File: src/rtl/pool_pkg.sv
// Shared types and helpers for the pooling-layer engine.
// Imported by the reduction datapath and the layer walker.
package pool_pkg;

  typedef enum logic {
    POOL_MAX = 1'b0,
    POOL_AVG = 1'b1
  } pool_mode_e;

  typedef enum logic [1:0] {
    IDLE = 2'd0,
    RD   = 2'd1,
    WR   = 2'd2,
    DONE = 2'd3
  } pool_state_e;

  // Right shift that divides a window sum by WIN*WIN.
  function automatic int avg_shift(input int win);
    return 2 * $clog2(win);
  endfunction

endpackage

File: src/rtl/pool_reduce.sv
// Window reduction datapath: running signed max and running sum.
// A tap with i_clear set restarts the window with that pixel.
module pool_reduce
  import pool_pkg::*;
#(
  parameter int DATA_W = 16,
  parameter int WIN    = 2
) (
  input  logic                     clk,
  input  logic                     reset,
  input  logic                     i_tap,
  input  logic                     i_clear,
  input  pool_mode_e               i_mode,
  input  logic signed [DATA_W-1:0] i_data,
  output logic signed [DATA_W-1:0] o_result
);

  localparam int SH = avg_shift(WIN);
  localparam int SW = DATA_W + SH;

  logic signed [DATA_W-1:0] r_max;
  logic signed [SW-1:0]     r_sum;
  logic signed [SW-1:0]     w_ext;

  assign w_ext = {{SH{i_data[DATA_W-1]}}, i_data};

  // Strict compare keeps the earlier pixel on ties.
  always_ff @(posedge clk) begin
    if (reset) begin
      r_max <= '0;
      r_sum <= '0;
    end else if (i_tap) begin
      if (i_clear) begin
        r_max <= i_data;
        r_sum <= w_ext;
      end else begin
        if (i_data > r_max) r_max <= i_data;
        r_sum <= r_sum + w_ext;
      end
    end
  end

  assign o_result = (i_mode == POOL_AVG) ?
                    DATA_W'(r_sum >>> SH) : r_max;

endmodule

File: src/rtl/pool_layer_engine.sv
// Pooling-layer engine: walks channels and windows of a feature map,
// reduces each window and writes the pooled map over one memory port.
module pool_layer_engine
  import pool_pkg::*;
#(
  parameter int DATA_W = 16,
  parameter int ADDR_W = 16,
  parameter int WIN    = 2,
  parameter int SIZE_W = 6,
  parameter int CH_W   = 8
) (
  input  logic              clk,
  input  logic              reset,
  input  logic              start,
  input  logic [ADDR_W-1:0] cfg_in_base,
  input  logic [ADDR_W-1:0] cfg_out_base,
  input  logic [SIZE_W-1:0] cfg_size,
  input  logic [CH_W-1:0]   cfg_channels,
  input  logic              cfg_mode,
  output logic              busy,
  output logic              done,
  output logic              mem_req,
  output logic              mem_we,
  output logic [ADDR_W-1:0] mem_addr,
  output logic [DATA_W-1:0] mem_wdata,
  input  logic              mem_ack,
  input  logic [DATA_W-1:0] mem_rdata
);

  localparam int LW = $clog2(WIN);

  pool_state_e r_state, w_next;
  pool_mode_e  r_mode;

  logic [ADDR_W-1:0] r_out_base;
  logic [ADDR_W-1:0] r_chan_base;
  logic [ADDR_W-1:0] r_nn;
  logic [ADDR_W-1:0] r_k;
  logic [SIZE_W-1:0] r_n;
  logic [SIZE_W-1:0] r_m;
  logic [SIZE_W-1:0] r_wy;
  logic [SIZE_W-1:0] r_wx;
  logic [CH_W-1:0]   r_chn;
  logic [CH_W-1:0]   r_c;
  logic [LW-1:0]     r_dy;
  logic [LW-1:0]     r_dx;

  logic w_degen;
  logic w_tap;
  logic w_first;
  logic w_wr_ack;
  logic w_last_tap;
  logic w_last_col;
  logic w_last_row;
  logic w_last_ch;
  logic w_last_win;

  logic [ADDR_W-1:0]        w_row;
  logic [ADDR_W-1:0]        w_col;
  logic [ADDR_W-1:0]        w_rd_addr;
  logic signed [DATA_W-1:0] w_result;

  assign w_degen = (cfg_size < SIZE_W'(WIN)) ||
                   (cfg_channels == '0);

  assign w_tap    = (r_state == RD) && mem_ack;
  assign w_wr_ack = (r_state == WR) && mem_ack;
  assign w_first  = (r_dx == '0) && (r_dy == '0);

  assign w_last_tap = (&r_dx) && (&r_dy);
  assign w_last_col = (r_wx == r_m - SIZE_W'(1));
  assign w_last_row = (r_wy == r_m - SIZE_W'(1));
  assign w_last_ch  = (r_c == r_chn - CH_W'(1));
  assign w_last_win = w_last_col && w_last_row && w_last_ch;

  // {wy,dy} and {wx,dx} are the pixel row/column since WIN is 2^LW.
  assign w_row     = ADDR_W'({r_wy, r_dy});
  assign w_col     = ADDR_W'({r_wx, r_dx});
  assign w_rd_addr = r_chan_base + w_row * ADDR_W'(r_n) + w_col;

  always_ff @(posedge clk) begin
    if (reset) r_state <= IDLE;
    else       r_state <= w_next;
  end

  always_comb begin
    w_next = r_state;
    unique case (r_state)
      IDLE: if (start) w_next = w_degen ? DONE : RD;
      RD:   if (mem_ack && w_last_tap) w_next = WR;
      WR:   if (mem_ack) w_next = w_last_win ? DONE : RD;
      DONE: w_next = IDLE;
    endcase
  end

  always_comb begin
    busy      = 1'b0;
    done      = 1'b0;
    mem_req   = 1'b0;
    mem_we    = 1'b0;
    mem_addr  = '0;
    mem_wdata = '0;
    unique case (r_state)
      IDLE: busy = 1'b0;
      RD: begin
        busy     = 1'b1;
        mem_req  = 1'b1;
        mem_addr = w_rd_addr;
      end
      WR: begin
        busy      = 1'b1;
        mem_req   = 1'b1;
        mem_we    = 1'b1;
        mem_addr  = r_out_base + r_k;
        mem_wdata = w_result;
      end
      DONE: done = 1'b1;
    endcase
  end

  always_ff @(posedge clk) begin
    if (reset) begin
      r_mode      <= POOL_MAX;
      r_out_base  <= '0;
      r_chan_base <= '0;
      r_nn        <= '0;
      r_k         <= '0;
      r_n         <= '0;
      r_m         <= '0;
      r_wy        <= '0;
      r_wx        <= '0;
      r_chn       <= '0;
      r_c         <= '0;
      r_dy        <= '0;
      r_dx        <= '0;
    end else begin
      if (r_state == IDLE && start) begin
        r_mode      <= pool_mode_e'(cfg_mode);
        r_out_base  <= cfg_out_base;
        r_chan_base <= cfg_in_base;
        r_nn        <= ADDR_W'(cfg_size) * ADDR_W'(cfg_size);
        r_n         <= cfg_size;
        r_m         <= cfg_size >> LW;
        r_chn       <= cfg_channels;
        r_k         <= '0;
        r_wy        <= '0;
        r_wx        <= '0;
        r_c         <= '0;
        r_dy        <= '0;
        r_dx        <= '0;
      end
      if (w_tap) begin
        {r_dy, r_dx} <= {r_dy, r_dx} + (2*LW)'(1);
      end
      if (w_wr_ack) begin
        r_k <= r_k + ADDR_W'(1);
        if (w_last_col) begin
          r_wx <= '0;
          if (w_last_row) begin
            r_wy        <= '0;
            r_c         <= r_c + CH_W'(1);
            r_chan_base <= r_chan_base + r_nn;
          end else begin
            r_wy <= r_wy + SIZE_W'(1);
          end
        end else begin
          r_wx <= r_wx + SIZE_W'(1);
        end
      end
    end
  end

  pool_reduce #(
    .DATA_W (DATA_W),
    .WIN    (WIN)
  ) u_reduce (
    .clk      (clk),
    .reset    (reset),
    .i_tap    (w_tap),
    .i_clear  (w_first),
    .i_mode   (r_mode),
    .i_data   (mem_rdata),
    .o_result (w_result)
  );

endmodule

File: config.mk
export PLATFORM = sky130hd
export DESIGN_NAME = pool_layer_engine
export DESIGN_NICKNAME = d
export VERILOG_FILES = /design/src/rtl/pool_pkg.sv /design/src/rtl/pool_reduce.sv /design/src/rtl/pool_layer_engine.sv
export SDC_FILE = /design/constraint.sdc
export NUM_CORES = 1
export LEC_CHECK = 0
export BUFFER_PORTS_ARGS = -buffer_cell sky130_fd_sc_hd__buf_2
export CAP_MARGIN = 20
export CORE_ASPECT_RATIO = 1.2
export CORE_MARGIN = 2
export CORE_UTILIZATION = 55
export CTS_CLUSTER_SIZE = 8
export DETAILED_ROUTE_END_ITERATION = 10
export GPL_TIMING_DRIVEN = 0
export PLACE_DENSITY = 0.83
export SLEW_MARGIN = 20
export SYNTH_ARGS = -nofsm -noshare
export SYNTH_HDL_FRONTEND = slang
export SYNTH_SLANG_ARGS = --single-unit
File: constraint.sdc
create_clock -name clk -period 6.3 [get_ports clk]
set_clock_uncertainty 0.05 [all_clocks]
set_input_delay 0.63 -clock clk [delete_from_list [all_inputs] [get_ports clk]]
set_output_delay 0.63 -clock clk [all_outputs]
set_load 0.02 [all_outputs]
Word level (Yosys, flattened, before mapping)
Cells that the tools add are included.
{"block": "op_classes", "n_addsub": 12, "mul": 2, "magnitude_cmp": 2, "eq_ne": 9, "mux": 35, "bitwise_logic": 2, "n_reduce_logical": 17}
{"op": "$mux W16", "n": 10}
{"op": "$mux W6", "n": 7}
{"op": "$mux W8", "n": 4}
{"op": "$pmux W16 S2", "n": 1}
{"op": "$add A18 B16 Y18", "n": 1}
{"op": "$mux W18", "n": 1}
{"op": "$add A16 B1 Y16 const B", "n": 1}
{"op": "$add A16 B12 Y16", "n": 1}
{"op": "$add A16 B13 Y16", "n": 1}
{"op": "$add A16 B16 Y16", "n": 1}
{"op": "$add A16 B7 Y16", "n": 1}
{"op": "$gt A16 B16 Y1", "n": 1}
{"op": "$mul A7 B6 Y13", "n": 1}
{"op": "$add A6 B1 Y6 const B", "n": 2}
{"op": "$eq A6 B6 Y1", "n": 2}
{"op": "$mul A6 B6 Y12", "n": 1}
{"op": "$mux W2", "n": 5}
{"op": "$add A8 B1 Y8 const B", "n": 1}
{"op": "$eq A8 B8 Y1", "n": 1}
{"op": "$logic_and A1 B1 Y1", "n": 8}
{"op": "$logic_not A8 Y1", "n": 1}
{"op": "$pmux W2 S4", "n": 1}
{"op": "$sub A8 B1 Y8 const B", "n": 1}
{"op": "$lt A6 B2 Y1 const B", "n": 1}
{"op": "other kinds (14)", "n": 24}
{"block": "word_totals", "reg_bits": 138, "input_bits": 67, "output_inout_bits": 36, "word_cells": 95}

Logic depth before layout (Yosys ltp)
Gate-level depths: netlist (run 1).
{"block": "logic_depth", "ltp_word": 7, "mapped_depth": 20, "depth_no_buf": 19}

Hierarchy
A second synthesis (run 1) with hierarchy kept.
{"block": "hier_totals", "hier_cells": 1495, "area_unflattened_um2": 11766.3}
{"mod": "pool_layer_engine", "n_inst": 1, "cells_per_inst": 1130, "area_per_inst_um2": 8884.8, "seq_area_each_um2": 1941.9}
{"mod": "pool_reduce", "n_inst": 1, "cells_per_inst": 365, "area_per_inst_um2": 2881.5, "seq_area_each_um2": 680.7}

Worst setup path after synthesis (run 1)
Ideal clock, no wire load.
{"block": "synth_path", "path_type": "reg2out", "from": "register r_n[5]", "to": "output mem_addr[14]", "arrival_time_ps": 4884, "t_required_ps": 5620, "slack_ps": 736, "stages_incl_launch_ff": 18, "path_buffers": 1, "cell_sequence": "dfxtp_1 -> clkbuf_1 -> nand2_1 -> fa_1 -> fa_1 -> inv_1 -> fa_1 -> inv_1 -> fa_1 -> inv_1 -> ha_1 -> o21a_1 -> a2111oi_0 -> o21ai_0 -> a21oi_1 -> a21oi_1 -> xnor2_1 -> o22ai_1"}
{"block": "synth_via", "elab_chain_len": 4}
{"element": "start: declaration", "line": "pool_layer_engine.sv:39", "source": "logic [SIZE_W-1:0] r_n;"}
{"element": "start signal: assignment", "line": "pool_layer_engine.sv:142", "source": "r_n <= cfg_size;"}
{"element": "$mul A7 B6 Y13", "line": "pool_layer_engine.sv:79", "source": "assign w_rd_addr = r_chan_base + w_row * ADDR_W'(r_n) + w_col;"}
{"element": "$add A16 B13 Y16", "line": "pool_layer_engine.sv:79"}
{"element": "$add A16 B7 Y16", "line": "pool_layer_engine.sv:79"}
{"element": "$pmux W16 S2", "line": "pool_layer_engine.sv:103", "source": "unique case (r_state)"}
{"element": "end: declaration", "line": "pool_layer_engine.sv:24", "source": "output logic [ADDR_W-1:0] mem_addr,"}
No other way between the ends.

Final worst setup path (run 1)
{"block": "layout_path", "from": "register r_wy[3]", "to": "output mem_addr[14]"}
{"block": "layout_via", "elab_chain_len": 4}
{"element": "start: declaration", "line": "pool_layer_engine.sv:41", "source": "logic [SIZE_W-1:0] r_wy;"}
{"element": "start signal: assignment", "line": "pool_layer_engine.sv:164", "source": "r_wy <= r_wy + SIZE_W'(1);"}
{"element": "$mul A7 B6 Y13", "line": "pool_layer_engine.sv:79"}
{"element": "$add A16 B13 Y16", "line": "pool_layer_engine.sv:79"}
{"element": "$add A16 B7 Y16", "line": "pool_layer_engine.sv:79"}
{"element": "$pmux W16 S2", "line": "pool_layer_engine.sv:103"}
No other way between the ends.

==> flow_summary_export.csv, run 1 <==
group,metric,value,unit
sta,worstMarginPinSlew,1.16,ns
final_layout,multiInputGateArea,8170,sq um
sta,relSlewSlack,0.228,
critical_path,cp_num_cells,19,
routing,drt_wl_total,33.1,mm
critical_path,required,5.62,ns
critical_path,endpoint_kind,"output port",
clock_tree,clock_tree.root_cell,"clkbuf_16",
pwr,switching_share,0.401,
floorplan,row_count,58,
logic_synthesis,synth_seq_area_share,0.227,
logic_synthesis,ys_ff_latch,131,
pwr,peakVddDrop,0.268,mV
clock_tree,clkSinkCount,131,
clock_tree,clockBufferDepth,2,
sta,finalWorstPathRequiredPeriod,6.10,ns
critical_path,path_class,"register to output port",
flow_run,cap_violations,0,
final_layout,final_util,0.627,
critical_path,slowest_stage,"fa_1",
final_layout,final_common_cell,"nand2_1",
logic_synthesis,syn-cell-area,11600,sq um
min_path,hold_depth,3,
critical_path,crit_start,"r_wy[3]",
placement,dp_slack,0.177,ns
sta,timing.final.crit_share,0.968,
logic_synthesis,synth_cells,1486,
clock_tree,clk_pin_slew,0.06,ns
final_layout,layout.nets,1840,
final_layout,instances_no_fill,1887,
grt,antenna_found_initial,0,
routing,via_count,11323,
critical_path,worst_setup_path_start_kind,"register",
grt,grt_pass1_wl,53.4,mm
outcome,outcome,"finished clean",
routing,drc_errors,0,
pwr,power.density,290,nW/um^2
pwr,p_switching,0.00152,W
routing,viasPerCell,6.00,
pwr,p_clk_frac,0.288,
placement,port_buffers,101,
clock_tree,cts_htree_levels,4,
grt,track_usage,0.303,
final_layout,fill_cells,1789,
clock_tree,numCtsBuffers,17,
pwr,intPower,0.00227,W
critical_path,worstPathArrival,5.42,ns
final_layout,antennaDiodeCount,0,
grt,grt_pass1_vias,11038,
critical_path,cp_num_buf_inv,6,
final_layout,final_cell_mix,"228 x nand2_1, 132 x inv_1, 130 x dfxtp_1",
pwr,seqPwrFrac,0.291,
critical_path,cpPeakStageDelay,0.53,ns
critical_path,crit_family,"adder cells",
pwr,combPwrFrac,0.421,
placement,numPlacedInstances,1857,
sta,finalHoldViolations,0,
clock_tree,clock_latency,0.44,ns
logic_synthesis,synth_edf_count,0,
clock_tree,postCtsSetupBuffers,0,
sta,rsz0062_at_grt,"no",
min_path,hold_path_class,"input pin to register",
placement,routabilityCongestion,0.962,
floorplan,io_pins,103,
grt,grt_max_degree,17,
logic_synthesis,synth-main-ff-cell,"dfxtp_1",
sta,max_freq,164,MHz
final_layout,ff_latch_area,2620,sq um
clock_tree,cts-hold-fix-buffers,0,
final_layout,area_growth_syn_to_layout,13.0,%
sta,maxSlewViolCount,0,
floorplan,coreArea,20800,sq um
routing,wl_per_cell,17.5,microns
logic_synthesis,synth_nets,1722,
clock_tree,cts_tree,"done",
pwr,leakagePower,5.87,nW
critical_path,path_cells,"clkbuf_2, and2_1, fa_1, inv_1, fa_1, inv_1, fa_1, inv_1, fa_1, inv_1, ha_1, o21a_1, a2111oi_4, o21ai_0, a21oi_2, a21oi_1, xnor2_1, o22ai_1, buf_2",
floorplan,chipHeight,163,microns
floorplan,die-area,22200,sq um
critical_path,worstRegToRegCells,9,
routing,drt_iter0_drc,985,
sta,setup-tns-final,0,ns
logic_synthesis,avgSynthCellArea,7.78,sq um
sta,hold_slack,0.383,ns
critical_path,critPathMaxFanout,10,
floorplan,die_w,136,microns
placement,dpl.hpwl,25.9,mm
min_path,worstHoldStart,"cfg_out_base[4]",
final_layout,drive_above_1_share,0.0996,
floorplan,initial_utilization,0.555,
routing,drtPass1Iterations,6,
logic_synthesis,synthArstFlopShare,0,
routing,ant_nets,0,
logic_synthesis,yosys_warnings,0,
critical_path,r2r_start,"u_reduce.r_max[1]",
sta,final-setup-viol-count,0,
logic_synthesis,synth.distinct_cells,68,
sta,worst_slack,0.201,ns
grt,grt_overflow,0,
## stage by stage
step / power [W] / area (sq um)
finish: 0.00379 / 13100
global route: 0.00400 / 13100
CTS: 0.00376 / 13000
detailed placement: 0.00268 / 12400
global placement: 0.00262 / 12400
floorplan: 0.00222 / 11600
## cells in the mapped netlist, types with 18 or more instances
| master | n | area (sq um) |
|---|---|---|
| a211oi_1 | 18 | 135 |
| o21ai_0 | 50 | 250 |
| and2_1 | 35 | 219 |
| mux2i_1 | 37 | 370 |
| dfxtp_1 | 131 | 2620 |
| a21o_1 | 19 | 143 |
| a21oi_1 | 126 | 631 |
| nor2_1 | 89 | 334 |
| xor2_1 | 29 | 254 |
| clkbuf_1 | 57 | 214 |
| fa_1 | 47 | 941 |
| ha_1 | 122 | 1530 |
| nand2_1 | 228 | 856 |
| nand3_1 | 49 | 245 |
| xnor2_1 | 44 | 385 |
| inv_1 | 132 | 495 |
| nor3_1 | 26 | 130 |
| nor2b_1 | 32 | 200 |
## layer usage
layer  GRT usage  vias up  part of all wire
met5           0        -                 0
met4       0.164        0             0.053
met3      0.0445      116             0.077
met2       0.532      498              0.49
met1       0.352     5335              0.38
li1            -     5374                 -
## path summary, 6_finish.rpt
kind                                            to  slack [ns]
worst max-delay path                  mem_addr[14]        0.20
worst min-delay path                 r_out_base[4]        0.38
worst max register to register  u_reduce.r_max[11]        3.03
worst min register to register             r_wx[5]        0.41
## registers in the layout, indices dropped and copies added (netlist names)
| name | cells |
|---|---|
| r_c | 8 |
| r_chan_base | 16 |
| r_chn | 8 |
| r_dx | 1 |
| r_dy | 1 |
| r_k | 16 |
| r_mode | 1 |
| r_n | 6 |
| r_nn | 10 |
| r_out_base | 16 |
| r_state | 2 |
| r_wx | 6 |
| r_wy | 6 |
| u_reduce.r_max | 16 |
| u_reduce.r_sum | 18 |
## final cells by class
cell class / count / share of cell area
sequential: 131 / 0.201
clock buffer: 19 / 0.0331
clock inverter: 13 / 0.0159
tap: 270 / 0.0259
buffer: 66 / 0.0216
timing repair buffer: 101 / 0.0387
inverter: 133 / 0.0382
multi-input combinational: 1154 / 0.626
## power groups by stage
stage	sequential (W)	combinational [W]	clock (W)
floorplan	0.00106	0.00116	0
global placement	0.00110	0.00152	0
detailed placement	0.00111	0.00157	0
CTS	0.00109	0.00158	0.00109
global route	0.00112	0.00175	0.00113
finish	0.00110	0.00160	0.00109
## tightest hold or removal path, stage by stage
cell	delay, ns
buf_2	0.10
nand2_1	0.05
a21oi_1	0.05
## cell families (layout without fill, tap and decap cells)
logic type | after synthesis | after routing | synth area share
AND/OR/NAND/NOR | 543 | 543 | 0.223
AO/OA/AOI/OAI | 329 | 329 | 0.179
buffers and inverters | 201 | 332 | 0.0678
adder cells (fa/ha/maj) | 169 | 169 | 0.214
flip-flops | 131 | 131 | 0.227
XOR/XNOR | 73 | 73 | 0.0553
multiplexers | 40 | 40 | 0.0350
## timing repair
item	CTS	global route
endpoints found under the hold margin	0	0
setup endpoints to repair	2	3
gates cloned	0	0
resized for setup	3	11
Note: power is estimated with default switching activity, not from simulation.
==> run 2, diff against run 1 <==
Settings changed: CORE_ASPECT_RATIO 1.2 to 1.25.
==> run 2 against run 1 <==
Against the previous run: die area barely moved; power down 2.2%; largest cell class unchanged; count of clock-buffer cells in the layout unchanged; via count is 1.3% higher; critical path type unchanged.
==> flow_summary_export.csv, run 2 (synthesis results as in run 1) <==
group,metric,value,unit
sta,setup-tns-final,0,ns
critical_path,r2r_slack,3.19,ns
routing,drc_errors,0,
grt,antenna_found_initial,0,
clock_tree,cts_tree,"done",
placement,numPlacedInstances,1861,
clock_tree,clkSinkCount,131,
clock_tree,numCtsBuffers,17,
final_layout,top_register,"u_reduce.r_sum",
final_layout,final_cell_mix,"228 x nand2_1, 132 x inv_1, 131 x dfxtp_1",
final_layout,drive_above_1_share,0.100,
routing,viasPerCell,6.06,
final_layout,layout.nets,1840,
critical_path,required,5.62,ns
sta,finalHoldViolations,0,
floorplan,coreArea,20700,sq um
critical_path,crit_start,"r_wy[2]",
critical_path,rr_endpoint,"r_chan_base[10]",
final_layout,final_common_cell,"nand2_1",
routing,drt_wl_total,33.8,mm
final_layout,final_util,0.627,
routing,ant_nets,0,
placement,port_buffers,101,
clock_tree,clk_pin_slew,0.06,ns
floorplan,die-area,22200,sq um
routing,wl_per_cell,17.9,microns
min_path,hold_depth,3,
pwr,finalPower,0.00371,W
sta,timing.final.crit_share,0.971,
critical_path,endpoint,"mem_addr[14]",
pwr,leakagePower,5.84,nW
final_layout,ff_latch_area,2620,sq um
sta,maxSlewViolCount,0,
pwr,peakVddDrop,0.221,mV
floorplan,io_pins,103,
clock_tree,cts.repair.resized,4,
critical_path,r2r_start,"r_state[0]",
final_layout,instances_no_fill,1891,
placement,routabilityCongestion,0.960,
flow_run,cap_violations,0,
sta,final-setup-viol-count,0,
placement,dpl.hpwl,26.0,mm
pwr,power.density,285,nW/um^2
sta,relSlewSlack,0.442,
routing,via_count,11465,
floorplan,chipHeight,166,microns
final_layout,fill_cells,1749,
final_layout,largest_reg_flops,18,
clock_tree,cts_htree_levels,4,
critical_path,worstRegToRegCells,9,
grt,grt_overflow,0,
sta,rsz0062_at_grt,"no",
placement,placed_area,12400,sq um
final_layout,multiInputGateArea,8170,sq um
clock_tree,postCtsSetupBuffers,0,
sta,max_freq,164,MHz
critical_path,critPathMaxFanout,10,
routing,drt_iter0_drc,975,
sta,worstMarginPinSlew,0.837,ns
clock_tree,clock_tree.root_cell,"clkbuf_16",
clock_tree,cts-hold-fix-buffers,0,
grt,grt_pass1_vias,11135,
outcome,outcome,"finished clean",
floorplan,row_count,59,
final_layout,area_growth_syn_to_layout,12.6,%
sta,finalWorstPathRequiredPeriod,6.12,ns
critical_path,worst_setup_path_start_kind,"register",
min_path,hold_path_class,"input pin to register",
grt,track_usage,0.303,
final_layout,antennaDiodeCount,0,
critical_path,endpoint_kind,"output port",
floorplan,die_w,134,microns
clock_tree,clock_latency,0.44,ns
grt,grt_pass1_wl,54.1,mm
critical_path,worstPathArrival,5.44,ns
clock_tree,clockBufferDepth,2,
final_layout,final_area,13000,sq um
floorplan,initial_utilization,0.557,
routing,drtPass1Iterations,5,
critical_path,path_class,"register to output port",
grt,grt_max_degree,17,
-- run 2: cell types whose count changed in the layout (fill, tap and decap cells not counted), sizes merged --
cell	delta
inv	+3
bufinv	-4
buf	+3
clkinv	+1
clkbuf	-3
-- run 2: worst min-delay path by stage --
stage / from / end
2_1_floorplan: r_wx[5] / r_wx[5]
3_3_place_gp: r_wx[5] / r_wx[5]
3_5_place_dp: r_wx[5] / r_wx[5]
4_1_cts: cfg_out_base[7] / r_out_base[7]
5_1_grt: cfg_out_base[5] / r_out_base[5]
6_report: cfg_out_base[7] / r_out_base[7]
-- run 2: cell type report --
class / instances / area share
Clock buffer: 19 / 0.0348
Timing Repair Buffer: 102 / 0.0394
Buffer: 65 / 0.0214
Multi-Input combinational cell: 1154 / 0.628
Clock inverter: 13 / 0.00972
Inverter: 133 / 0.0384
Sequential cell: 131 / 0.202
Tap cell: 274 / 0.0264
-- run 2: where the power goes --
part           total (W)  internal [W]  switching (W)
clock network   0.000986      0.000570       0.000416
logic            0.00163      0.000610        0.00102
registers        0.00110      0.000966       0.000132
-- run 2: critical path, stage by stage, from the launching register on --
cell	delay [ns]
dfxtp_1	0.33
clkbuf_2	0.20
and2_1	0.21
fa_1	0.53
inv_1	0.06
fa_1	0.48
inv_1	0.06
fa_1	0.54
inv_1	0.06
fa_1	0.52
inv_1	0.04
ha_1	0.34
o21a_1	0.25
a2111oi_4	0.39
o21ai_1	0.14
a21oi_2	0.18
a21oi_1	0.11
xnor2_1	0.25
o22ai_1	0.12
buf_2	0.18
-- run 2: metal layers --
metal / part of all wire / routed length (microns) / track usage
met5: 0 / 0 / 0
met4: 0.060 / 2040 / 0.190
met3: 0.071 / 2420 / 0.0464
met2: 0.48 / 16200 / 0.511
met1: 0.39 / 13200 / 0.359
-- run 2: metrics by stage --
step	worst slack [ns]	hold WS (ns)
global placement	0.277	0.385
floorplan	0.736	0.372
global route	0.0122	0.393
CTS	0.0457	0.387
detailed placement	0.147	0.386
finish	0.185	0.383
==> run 3, diff against run 2 <==
Clock period 6.3 ns to 7.6 ns, I/O delays scaled along.
==> run 3 against run 2 <==
Against the previous run: the run now ends with design-rule violations left; final cell count is 0.16% higher; clock power fell by 17%; critical endpoint unchanged; register-to-register slack improved by 1.2 ns; sequential power shrank 18%; utilization fell by 0.078 points.
==> flow_summary_export.csv, run 3 (synthesis results as in run 1) <==
group,metric,value,unit
outcome,outcome,"finished with violations",
outcome,violations,"design-rule violations",
critical_path,endpoint_kind,"output port",
min_path,hold_path_class,"register to register",
pwr,p_clk_frac,0.266,
critical_path,r2r_slack,4.43,ns
pwr,p_switching,0.00130,W
critical_path,path_class,"register to output port",
floorplan,chipHeight,166,microns
final_layout,final_common_cell,"nand2_1",
sta,hold_slack,0.404,ns
clock_tree,clockBufferDepth,2,
clock_tree,clock_latency,0.44,ns
critical_path,worst_setup_path_start_kind,"register",
grt,track_usage,0.303,
final_layout,instances_no_fill,1894,
min_path,hold_depth,1,
clock_tree,postCtsSetupBuffers,0,
placement,routabilityCongestion,0.960,
routing,wl_per_cell,17.9,microns
sta,final-setup-viol-count,0,
floorplan,die-area,22200,sq um
pwr,leakagePower,5.82,nW
critical_path,r2r_start,"r_n[2]",
pwr,power.density,237,nW/um^2
floorplan,coreArea,20700,sq um
routing,viasPerCell,6.03,
final_layout,layout.nets,1843,
critical_path,worstRegToRegCells,12,
sta,worstMarginPinSlew,0.883,ns
sta,finalWorstPathRequiredPeriod,6.80,ns
routing,drtPass1Iterations,8,
sta,setup-tns-final,0,ns
final_layout,top_register,"u_reduce.r_sum",
routing,drt_wl_total,33.9,mm
critical_path,critPathMaxFanout,10,
floorplan,row_count,59,
grt,antenna_found_initial,0,
clock_tree,cts-hold-fix-buffers,0,
min_path,worstHoldStart,"r_wx[5]",
floorplan,die_w,134,microns
pwr,switching_share,0.422,
clock_tree,clock_tree.root_cell,"clkbuf_16",
routing,ant_nets,0,
floorplan,initial_utilization,0.557,
routing,drt_iter0_drc,958,
final_layout,drive_above_1_share,0.0963,
placement,dpl.hpwl,26.0,mm
final_layout,final_cell_mix,"228 x nand2_1, 132 x inv_1, 131 x dfxtp_1",
critical_path,worstPathArrival,5.99,ns
clock_tree,numCtsBuffers,17,
pwr,intPower,0.00178,W
flow_run,cap_violations,0,
grt,grt_pass1_wl,54.1,mm
final_layout,antennaDiodeCount,0,
grt,grt_max_degree,17,
placement,port_buffers,101,
critical_path,rr_endpoint,"r_chan_base[15]",
min_path,min_to,"r_wx[5]",
floorplan,io_pins,103,
final_layout,area_growth_syn_to_layout,12.4,%
routing,drc_errors,1,
final_layout,largest_reg_flops,18,
sta,timing.final.crit_share,0.895,
grt,grt_overflow,0,
placement,numPlacedInstances,1861,
sta,maxSlewViolCount,0,
placement,placed_area,12400,sq um
final_layout,fill_cells,1750,
clock_tree,clkSinkCount,131,
clock_tree,cts_tree,"done",
sta,finalHoldViolations,0,
sta,max_freq,147,MHz
clock_tree,clk_pin_slew,0.06,ns
pwr,seqPwrFrac,0.295,
pwr,peakVddDrop,0.184,mV
clock_tree,cts.repair.resized,0,
routing,via_count,11413,
sta,relSlewSlack,0.412,
critical_path,required,6.79,ns
pwr,combPwrFrac,0.439,
final_layout,final_area,13000,sq um
sta,rsz0062_at_grt,"no",
grt,grt_pass1_vias,11130,
clock_tree,cts_htree_levels,4,
[run 3: changes by cell type in the layout (fill, tap and decap cells not counted), sizes merged]
cell,delta
clkbuf,+5
buf,-2
[run 3: routing by layer]
| layer | track usage | wire length (microns) | share of wire |
|---|---|---|---|
| met5 | 0 | 0 | 0 |
| met3 | 0.0467 | 2590 | 0.076 |
| met4 | 0.188 | 2030 | 0.060 |
| met1 | 0.359 | 13100 | 0.39 |
| met2 | 0.512 | 16200 | 0.48 |
[run 3: cell type report]
class                   instances  area (sq um)  area share
plain buffers                  68           284      0.0219
clock buffers                  19           453      0.0349
clock inverters                13           126     0.00973
inverters                     133           499      0.0384
multi-input cells            1154          8150       0.627
flip-flops and latches        131          2620       0.202
well taps                     274           343      0.0264
repair buffers                102           513      0.0395
[run 3: worst max path at each step]
| stage | startpoint | endpoint |
|---|---|---|
| floorplan | r_n[5] | mem_addr[14] |
| global placement | r_n[5] | mem_addr[14] |
| detailed placement | r_n[5] | mem_addr[14] |
| CTS | r_n[5] | mem_addr[14] |
| global route | r_n[5] | mem_addr[14] |
| finish | r_n[5] | mem_addr[14] |
[run 3: critical path, stage by stage (launching register included)]
cell and delay, ns:
dfxtp_1 0.33, clkbuf_1 0.46, nand2_1 0.16, fa_1 0.52, fa_1 0.56, inv_1 0.06, fa_1 0.54, inv_1 0.06
fa_1 0.52, inv_1 0.04, ha_1 0.33, o21a_1 0.22, a2111oi_0 0.61, o21ai_0 0.21, a21oi_1 0.25, a21oi_1 0.14
xnor2_1 0.25, o22ai_1 0.12, buf_2 0.18
[run 3: metrics by stage]
stage                     setup slack [ns]   util  total power (W)
after floorplan                       1.91      -          0.00184
after global placement                1.45  0.598          0.00218
after detailed placement              1.32  0.598          0.00223
after CTS                            0.841  0.626          0.00304
after global routing                 0.522  0.626          0.00324
final                                0.795  0.626          0.00308
[run 3: power by group through the flow]
| stage | registers, W | logic (W) | clock network, W |
|---|---|---|---|
| floorplan | 0.000880 | 0.000963 | 0 |
| global placement | 0.000911 | 0.00127 | 0 |
| detailed placement | 0.000917 | 0.00131 | 0 |
| CTS | 0.000902 | 0.00132 | 0.000811 |
| global route | 0.000917 | 0.00148 | 0.000845 |
| finish | 0.000906 | 0.00135 | 0.000819 |
